<file path="src/rtl/serial_decoder_pkg.sv">
// rtl/serial_decoder_pkg.sv - shared types and constants for the serial decoder scheduler
//
// Purpose: scheduler state encoding, symbol width and the symbol the triplet
// decoder is expected to flag.
// Ports: none (package).

package serial_decoder_pkg;

  localparam int SYM_W = 3;

  // The triplet decoder flags an error exactly when it sees three ones.
  localparam logic [SYM_W-1:0] ERROR_SYMBOL = 3'b111;

  typedef enum logic [2:0] {
    ST_IDLE = 3'd0,
    ST_BIT0 = 3'd1,
    ST_BIT1 = 3'd2,
    ST_BIT2 = 3'd3,
    ST_RESP = 3'd4
  } state_t;

  // True while a symbol is being shifted into the decoder.
  function automatic logic is_bit_state(input state_t s);
    return (s == ST_BIT0) || (s == ST_BIT1) || (s == ST_BIT2);
  endfunction

endpackage

</file>
<file path="src/rtl/rr_arbiter.sv">
// rtl/rr_arbiter.sv - round-robin arbiter with internal rotation pointer
//
// Purpose: picks the first asserted request starting at the pointer with
// wrap-around; the pointer moves past the winner when advance is strobed.
// Ports:
//   clk       in  system clock
//   n_reset   in  synchronous active-low reset, pointer to 0
//   req       in  N request lines
//   advance   in  commit the current winner and rotate the pointer
//   grant     out one-hot winner (all zero when no request)
//   grant_id  out index of the winner
//   any       out at least one request present

module rr_arbiter #(
  parameter int N    = 4,
  parameter int ID_W = $clog2(N)
) (
  input  logic            clk,
  input  logic            n_reset,
  input  logic [N-1:0]    req,
  input  logic            advance,
  output logic [N-1:0]    grant,
  output logic [ID_W-1:0] grant_id,
  output logic            any
);

  logic [ID_W-1:0] ptr;

  function automatic logic [ID_W-1:0] wrap_add(input logic [ID_W-1:0] a, input int b);
    int s;
    s = int'(a) + b;
    if (s >= N) s = s - N;
    return s[ID_W-1:0];
  endfunction

  always_comb begin
    grant    = '0;
    grant_id = '0;
    any      = 1'b0;
    for (int k = 0; k < N; k++) begin
      if (!any && req[wrap_add(ptr, k)]) begin
        any      = 1'b1;
        grant_id = wrap_add(ptr, k);
      end
    end
    if (any) grant[grant_id] = 1'b1;
  end

  always_ff @(posedge clk) begin
    if (!n_reset) begin
      ptr <= '0;
    end else if (advance && any) begin
      ptr <= wrap_add(grant_id, 1);
    end
  end

endmodule

</file>
<file path="src/rtl/serial_decoder_scheduler.sv">
// rtl/serial_decoder_scheduler.sv - round-robin sharing of one serial triplet decoder
//
// Purpose: accepts 3-bit symbols from NUM_REQ requesters, shifts each into the
// external decoder bit 0 first, captures its error flag on the third bit,
// returns a tagged response and cross-checks the decoder against ERROR_SYMBOL.
// Ports:
//   clk, n_reset       clock, synchronous active-low reset
//   req_valid/ready    per-requester handshake, ready is a one-hot grant
//   req_symbol         packed symbols, requester i at [3i+2:3i]
//   dec_n_reset        decoder reset, held low outside BIT0..BIT2
//   dec_in_bit         serial bit to the decoder
//   dec_error          decoder error flag (combinational on decoder side)
//   resp_valid         one-cycle response pulse
//   resp_id/resp_error requester index and captured decoder flag
//   error_count        saturating count of error responses
//   fault              sticky decoder/reference disagreement

module serial_decoder_scheduler
  import serial_decoder_pkg::*;
#(
  parameter int NUM_REQ = 4,
  parameter int ID_W    = $clog2(NUM_REQ),
  parameter int CNT_W   = 8
) (
  input  logic                     clk,
  input  logic                     n_reset,
  input  logic [NUM_REQ-1:0]       req_valid,
  input  logic [SYM_W*NUM_REQ-1:0] req_symbol,
  output logic [NUM_REQ-1:0]       req_ready,
  output logic                     dec_n_reset,
  output logic                     dec_in_bit,
  input  logic                     dec_error,
  output logic                     resp_valid,
  output logic [ID_W-1:0]          resp_id,
  output logic                     resp_error,
  output logic [CNT_W-1:0]         error_count,
  output logic                     fault
);

  state_t          state;
  logic [SYM_W-1:0] sym;
  logic [ID_W-1:0]  cur_id;

  logic               arb_en;
  logic [NUM_REQ-1:0] arb_req;
  logic [NUM_REQ-1:0] grant;
  logic [ID_W-1:0]    grant_id;
  logic               grant_any;
  logic [SYM_W-1:0]   sel_sym;

  // Arbitrate only between symbols, and never while reset is asserted, so a
  // grant always coincides with an accepted handshake.
  assign arb_en  = n_reset && ((state == ST_IDLE) || (state == ST_RESP));
  assign arb_req = req_valid & {NUM_REQ{arb_en}};

  rr_arbiter #(
    .N    (NUM_REQ),
    .ID_W (ID_W)
  ) u_arb (
    .clk      (clk),
    .n_reset  (n_reset),
    .req      (arb_req),
    .advance  (arb_en),
    .grant    (grant),
    .grant_id (grant_id),
    .any      (grant_any)
  );

  assign req_ready = grant;
  assign sel_sym   = req_symbol[int'(grant_id)*SYM_W +: SYM_W];

  // The decoder sits in reset during every IDLE/RESP cycle, so each symbol
  // starts from its START state.
  assign dec_n_reset = n_reset && is_bit_state(state);

  always_comb begin
    dec_in_bit = 1'b0;
    case (state)
      ST_BIT0: dec_in_bit = sym[0];
      ST_BIT1: dec_in_bit = sym[1];
      ST_BIT2: dec_in_bit = sym[2];
      default: dec_in_bit = 1'b0;
    endcase
  end

  always_ff @(posedge clk) begin
    if (!n_reset) begin
      state       <= ST_IDLE;
      sym         <= '0;
      cur_id      <= '0;
      resp_valid  <= 1'b0;
      resp_id     <= '0;
      resp_error  <= 1'b0;
      error_count <= '0;
      fault       <= 1'b0;
    end else begin
      resp_valid <= 1'b0;
      case (state)
        ST_IDLE, ST_RESP: begin
          if (grant_any) begin
            sym    <= sel_sym;
            cur_id <= grant_id;
            state  <= ST_BIT0;
          end else begin
            state <= ST_IDLE;
          end
        end
        ST_BIT0: state <= ST_BIT1;
        ST_BIT1: state <= ST_BIT2;
        ST_BIT2: begin
          state      <= ST_RESP;
          resp_valid <= 1'b1;
          resp_id    <= cur_id;
          resp_error <= dec_error;
          fault      <= fault | (dec_error != (sym == ERROR_SYMBOL));
          if (dec_error && (error_count != {CNT_W{1'b1}}))
            error_count <= error_count + {{(CNT_W-1){1'b0}}, 1'b1};
        end
        default: state <= ST_IDLE;
      endcase
    end
  end

endmodule

</file>
<file path="config.mk">
export PLATFORM = sky130hd
export DESIGN_NAME = serial_decoder_scheduler
export DESIGN_NICKNAME = d
export VERILOG_FILES = /design/src/rtl/serial_decoder_pkg.sv /design/src/rtl/rr_arbiter.sv /design/src/rtl/serial_decoder_scheduler.sv
export SDC_FILE = /design/constraint.sdc
export NUM_CORES = 1
export LEC_CHECK = 0
export ABC_CLOCK_PERIOD_IN_PS = 2000
export BUFFER_PORTS_ARGS = -buffer_cell sky130_fd_sc_hd__buf_2
export CORE_MARGIN = 10
export CORE_UTILIZATION = 49
export DETAILED_ROUTE_END_ITERATION = 6
export PLACE_DENSITY = 0.86
export SLEW_MARGIN = 10
export SYNTH_ARGS = -nofsm -noshare
export SYNTH_HDL_FRONTEND = slang
export SYNTH_SLANG_ARGS = --single-unit
</file>
<file path="constraint.sdc">
create_clock -name clk -period 2 [get_ports clk]
set_input_delay 0.1 -clock clk [delete_from_list [all_inputs] [get_ports clk]]
set_output_delay 0.1 -clock clk [all_outputs]
set_load 0.01 [all_outputs]
</file>
# After elaboration in Yosys (flattened, before gate mapping)
# Cells that the tools add are included.
totals:
  inputBits: 19
  out_inout_bits: 19
  wordCells: 87
  reg_bits: 23
op_classes:
  mux: 28
  magnitude_cmp: 11
  add_sub_neg: 10
  n_reduce_logical: 18
  eq_ne: 7
  n_mul: 1
  bitwise_logic: 2
  shift: 1
ops:
  columns: ["op", "n"]
  rows:
  - ["2-to-1 mux 2 bit", 9]
  - ["< comparator 2 x 3 -> 1 bit, second input constant", 5]
  - [">= comparator 3 bit, second input constant", 4]
  - ["case mux 3 bit (4 select lines)", 1]
  - ["variable part select 12 x 5 -> 3 bit", 1]
  - ["2-to-1 mux 1 bit", 11]
  - ["subtractor 2 x 1 -> 2 bit, second input constant", 5]
  - ["adder 8 x 1 -> 8 bit, second input constant", 1]
  - ["binary-select mux 1 bit (select 2 bit)", 4]
  - ["logical AND 1 bit", 8]
  - ["inequality test 8 bit, second input constant", 1]
  - ["adder 2 x 1 -> 3 bit, second input constant", 2]
  - ["adder 2 x 2 -> 3 bit, second input constant", 2]
  - ["== test 3 x 2 -> 1 bit, second input constant", 2]
  - ["== test 3 bit, second input constant", 2]
  - ["bitwise AND 4 bit", 1]
  - ["multiplier 2 x 2 -> 4 bit, second input constant", 1]
  - ["2-to-1 mux 4 bit", 1]
  - ["AND reduction 2 bit", 2]
  - ["== test 3 x 1 -> 1 bit, second input constant", 1]
  - [">= comparator 2 x 3 -> 1 bit, second input constant", 1]
  - ["zero test 1 bit", 3]
  - ["zero test 3 bit", 1]
  - ["logical OR 1 bit", 3]
  - ["6 further kinds", 6]

# Logic depth before layout (Yosys ltp)
logic_depth:
  word_depth: 21
  ltp_mapped: 6
  depth_no_buf: 6

# Cells and area by module
# A second synthesis with hierarchy kept.
unflattened:
  hier_cells: 136
  hier_area_um2: 1278.7
modules_own_cells:
  columns: ["module", "n_inst", "cells_per_inst", "area_each_um2", "seq_area_each_um2"]
  rows:
  - ["serial_decoder_scheduler", 1, 105, 1024.7, 420.4]
  - ["rr_arbiter", 1, 31, 254.0, 40.0]

# Worst setup path after synthesis
# No wires, ideal clock.
synth_path:
  kind: "register to register"
  start: "register u_arb.ptr[1]"
  end: "register u_arb.ptr[1]"
  required_ns: 1.880
  arrival_ns: 1.467
  stages_incl_launch_ff: 6
  period_less_slack_ns: 1.587
  n_path_buf: 0
  slack_ns: 0.413
  cell_sequence: "dfxtp_1 > mux2i_1 > o22ai_2 > nor3_2 > nor2_1 > o31a_1"
synth_via:
  elab_chain_cells: 17
synth_rtl:
  columns: ["element", "line", "text"]
  rows:
  - ["start: declaration", "rr_arbiter.sv:27", "logic [ID_W-1:0] ptr;"]
  - ["start signal: assignment", "rr_arbiter.sv:53", "ptr <= wrap_add(grant_id, 1);"]
  - ["branches (longest 17 deep; another with adder 2 x 1 -> 3 bit)", null, null]
# Several ways; the timed one is not identified. The select of a mux whose other input is x is not followed.
# A chain may end at the register's enable or synchronous reset.

# Worst setup path after layout
layout_path:
  start: "register u_arb.ptr[1]"
  end: "output port req_ready[0]"
layout_via:
  elab_chain_cells: 19
layout_rtl:
  columns: ["element", "line", "text"]
  rows:
  - ["branches (longest 18 deep; another with adder 2 x 1 -> 3 bit)", null, null]
  - ["2-to-1 mux 4 bit (*)", "rr_arbiter.sv:46", "if (any) grant[grant_id] = 1'b1;"]
  - ["end: declaration", "serial_decoder_scheduler.sv:29", "output logic [NUM_REQ-1:0] req_ready,"]
# Mark *: on every way between the ends. The select of a mux whose other input is x is not followed.

==> metrics.yaml <==
maxSlewHeadroom: 0.750
die_width_um: 69.5
synth_common_cells: "23 x dfxtp_1, 17 x nor2_1, 15 x nand2_1"
outcome: "finished clean"
ys_ff_latch: 23
row_count: 17
first_global_vias: 1109
ys_seq_area_frac: 0.384
fin_crit_sh: 0.960
nets: 199
grt_overflow: 0
ys_top_cells_by_area: "dfxtp_1 38%, nor2_1 5.3%, mux2i_1 5.0%"
hold_class: "in -> reg"
ant_nets: 0
critPathRequiredTime_ps: 1900
area_growth_syn_to_layout_pct: 22.6
cts_tree: "done"
top_usage_layer: "met2"
max-cap-violations: 0
critical_path_class: "reg -> out"
layout-drive-gt1-share: 0.320
ir_drop_uv: 360
synthCells: 140
crit_path_start_kind: "flip-flop"
period_needed_ps: 1920
synth_nets: 160
tightestPinTransition_ps: 366
leakage_nw: 0.659
placed_area_um2: 1400
synth_edf_count: 0
synth_ff_type: "dfxtp_1"
setup_viol: 0
hold_depth: 3
firstDrtPassIters: 4
rr_worst_depth: 6
finalHoldViolCount: 0
synth_area_um2: 1200
hold_end: "resp_error$_SDFFE_PN0P_"
clk_path_buf_depth: 2
finalCoreUtilization: 0.647
min_from: "dec_error"
finalInstanceArea_um2: 1470
dp_hpwl_um: 2250
portBuffers: 37
fmax_mhz: 521
met3_usage: 0.0243
diodes: 0
r2r_slack_ps: 370
die_area_um2: 4830
clk_latency_ps: 310
synth_largest_area_cell: "dfxtp_1"
crit_slowest_cell: "or3_4"
use_met1: 0.134
crit_chain: "mux2i_4 -> o22ai_4 -> or3_4 -> and3_1 -> buf_2"
rsz0062_at_grt: "false"
gp_congestion: 0.844
clkTransAtPathRegs_ps: 120
synth.distinct_cells: 46
clock-root-buffer: "clkbuf_4"
wl_um: 2940
fin_skew_ps: 1.96
use_met2: 0.189
start_util: 0.527
grt_pass1_wl_um: 4820
yosysMostFrequentCell: "dfxtp_1"
postCtsHoldBufs: 0
io_pins: 38
grt_use_total: 0.114
postCtsSetupBuffers: 0
htreeDepth: 1
r2r-end: "u_arb.ptr[1]$_SDFFE_PN0P_"
die_h_um: 69.5
vias: 1105
finalMaxSlewViolations: 0
grt_start_max_net_pins: 19
via_per_inst: 5.36
critPathMaxFanout: 10
synth_async_sr_flop_share: 0
syn_avg_cell_area_um2: 8.57
numCtsBuffers: 3
wl_per_cell_um: 14.3
coreArea_um2: 2280
fin_total_pwr_mw: 0.919
power.density_nw_per_um2: 624
crit_path_end_kind: "output pin"
slowest_delay_ps: 420
cts_num_sinks: 23
post-route-drc-count: 0
drtIter0Drc: 47
critPathArrivalTime_ps: 1820
netlist.area_leader.share: 0.384
antenna_found_initial: 0
synth_warnings: 0
r2r-start: "u_arb.ptr[1]$_SDFFE_PN0P_"
fin_tns_setup_ps: 0
==> sequential cells by signal, indices dropped and copies added (netlist names) <==
signal       flops
resp_id          2
state            3
error_count      8
cur_id           2
resp_error       1
sym              3
fault            1
resp_valid       1
u_arb.ptr        2
==> critical path, delay by kind of cell (launching register included) <==
family / cells / cell delay [ps]
AND/OR/NAND/NOR: 2 / 570
flip-flops: 1 / 410
multiplexers: 1 / 240
AO/OA/AOI/OAI: 1 / 140
buffers and inverters: 1 / 140
==> logic make-up after synthesis <==
kind of cell,synth area share
buffers and inverters,0.0448
xor gates and xnor gates,0.0511
and+or+nand+nor,0.281
AOI/OAI and AO/OA,0.170
adders and majority gates,0.0104
DFF,0.384
muxes,0.0594
==> layout by cell type (no fill, tap or decap), types with 2 or more instances in the layout <==
| master | count |
|---|---|
| and3_4 | 2 |
| and2_1 | 2 |
| or3_1 | 2 |
| buf_2 | 37 |
| nor2_1 | 17 |
| xnor2_1 | 6 |
| nand2_1 | 14 |
| o2111ai_1 | 2 |
| o21ai_0 | 2 |
| clkbuf_4 | 3 |
| dfxtp_1 | 22 |
| mux2i_1 | 5 |
| a21boi_1 | 2 |
| a21oi_1 | 8 |
| nor4_1 | 4 |
| o21bai_1 | 2 |
| and3_1 | 2 |
| nor3_1 | 3 |
| o311ai_1 | 2 |
| nand3_1 | 6 |
| inv_1 | 6 |
==> metrics by stage <==
stage                     cells  setup WS [ps]  hold WS [ps]
after detailed placement    202            308           402
final                       206           80.5          57.0
after global routing        206           13.9          60.3
after CTS                   206           33.3          53.2
after global placement      202            396           393
after floorplan             140            413           236
==> power by group <==
part           leakage (nW)  switching, mW  total, mW  internal [mW]
clock network        0.0150          0.141      0.219         0.0781
registers             0.188         0.0283      0.512          0.484
logic                 0.456          0.104      0.188         0.0837
total                 0.659          0.273      0.919          0.646
==> cell type report <==
class | count | area, um^2
fill | 189 | 805
inverter | 7 | 26.3
multi-input combinational | 106 | 727
clock buffer | 4 | 26.3
tap | 28 | 35.0
sequential | 23 | 464
timing repair buffer | 38 | 193
==> layer usage <==
layer	wire, um	vias to the layer above
li1	-	575
met2	1440	32
met3	127	4
met1	1340	494
met5	0	-
met4	43	0
==> how the worst max path moves through the flow <==
stage | start | endpoint | slack (ps) | depth (start not counted)
6_report | u_arb.ptr[1]$_SDFFE_PN0P_ | req_ready[0] | 80 | 5
5_1_grt | u_arb.ptr[1]$_SDFFE_PN0P_ | req_ready[0] | 10 | 5
4_1_cts | u_arb.ptr[1]$_SDFFE_PN0P_ | req_ready[1] | 30 | 5
3_5_place_dp | u_arb.ptr[1]$_SDFFE_PN0P_ | u_arb.ptr[1]$_SDFFE_PN0P_ | 310 | 5
3_3_place_gp | u_arb.ptr[1]$_SDFFE_PN0P_ | u_arb.ptr[1]$_SDFFE_PN0P_ | 400 | 5
2_1_floorplan | u_arb.ptr[1]$_SDFFE_PN0P_ | u_arb.ptr[1]$_SDFFE_PN0P_ | 410 | 5
==> timing repair <==
action,CTS,global route
setup endpoints to repair,2,4
cloned,0,0
resized for setup,1,8
Power figures use the tool's default switching activity.
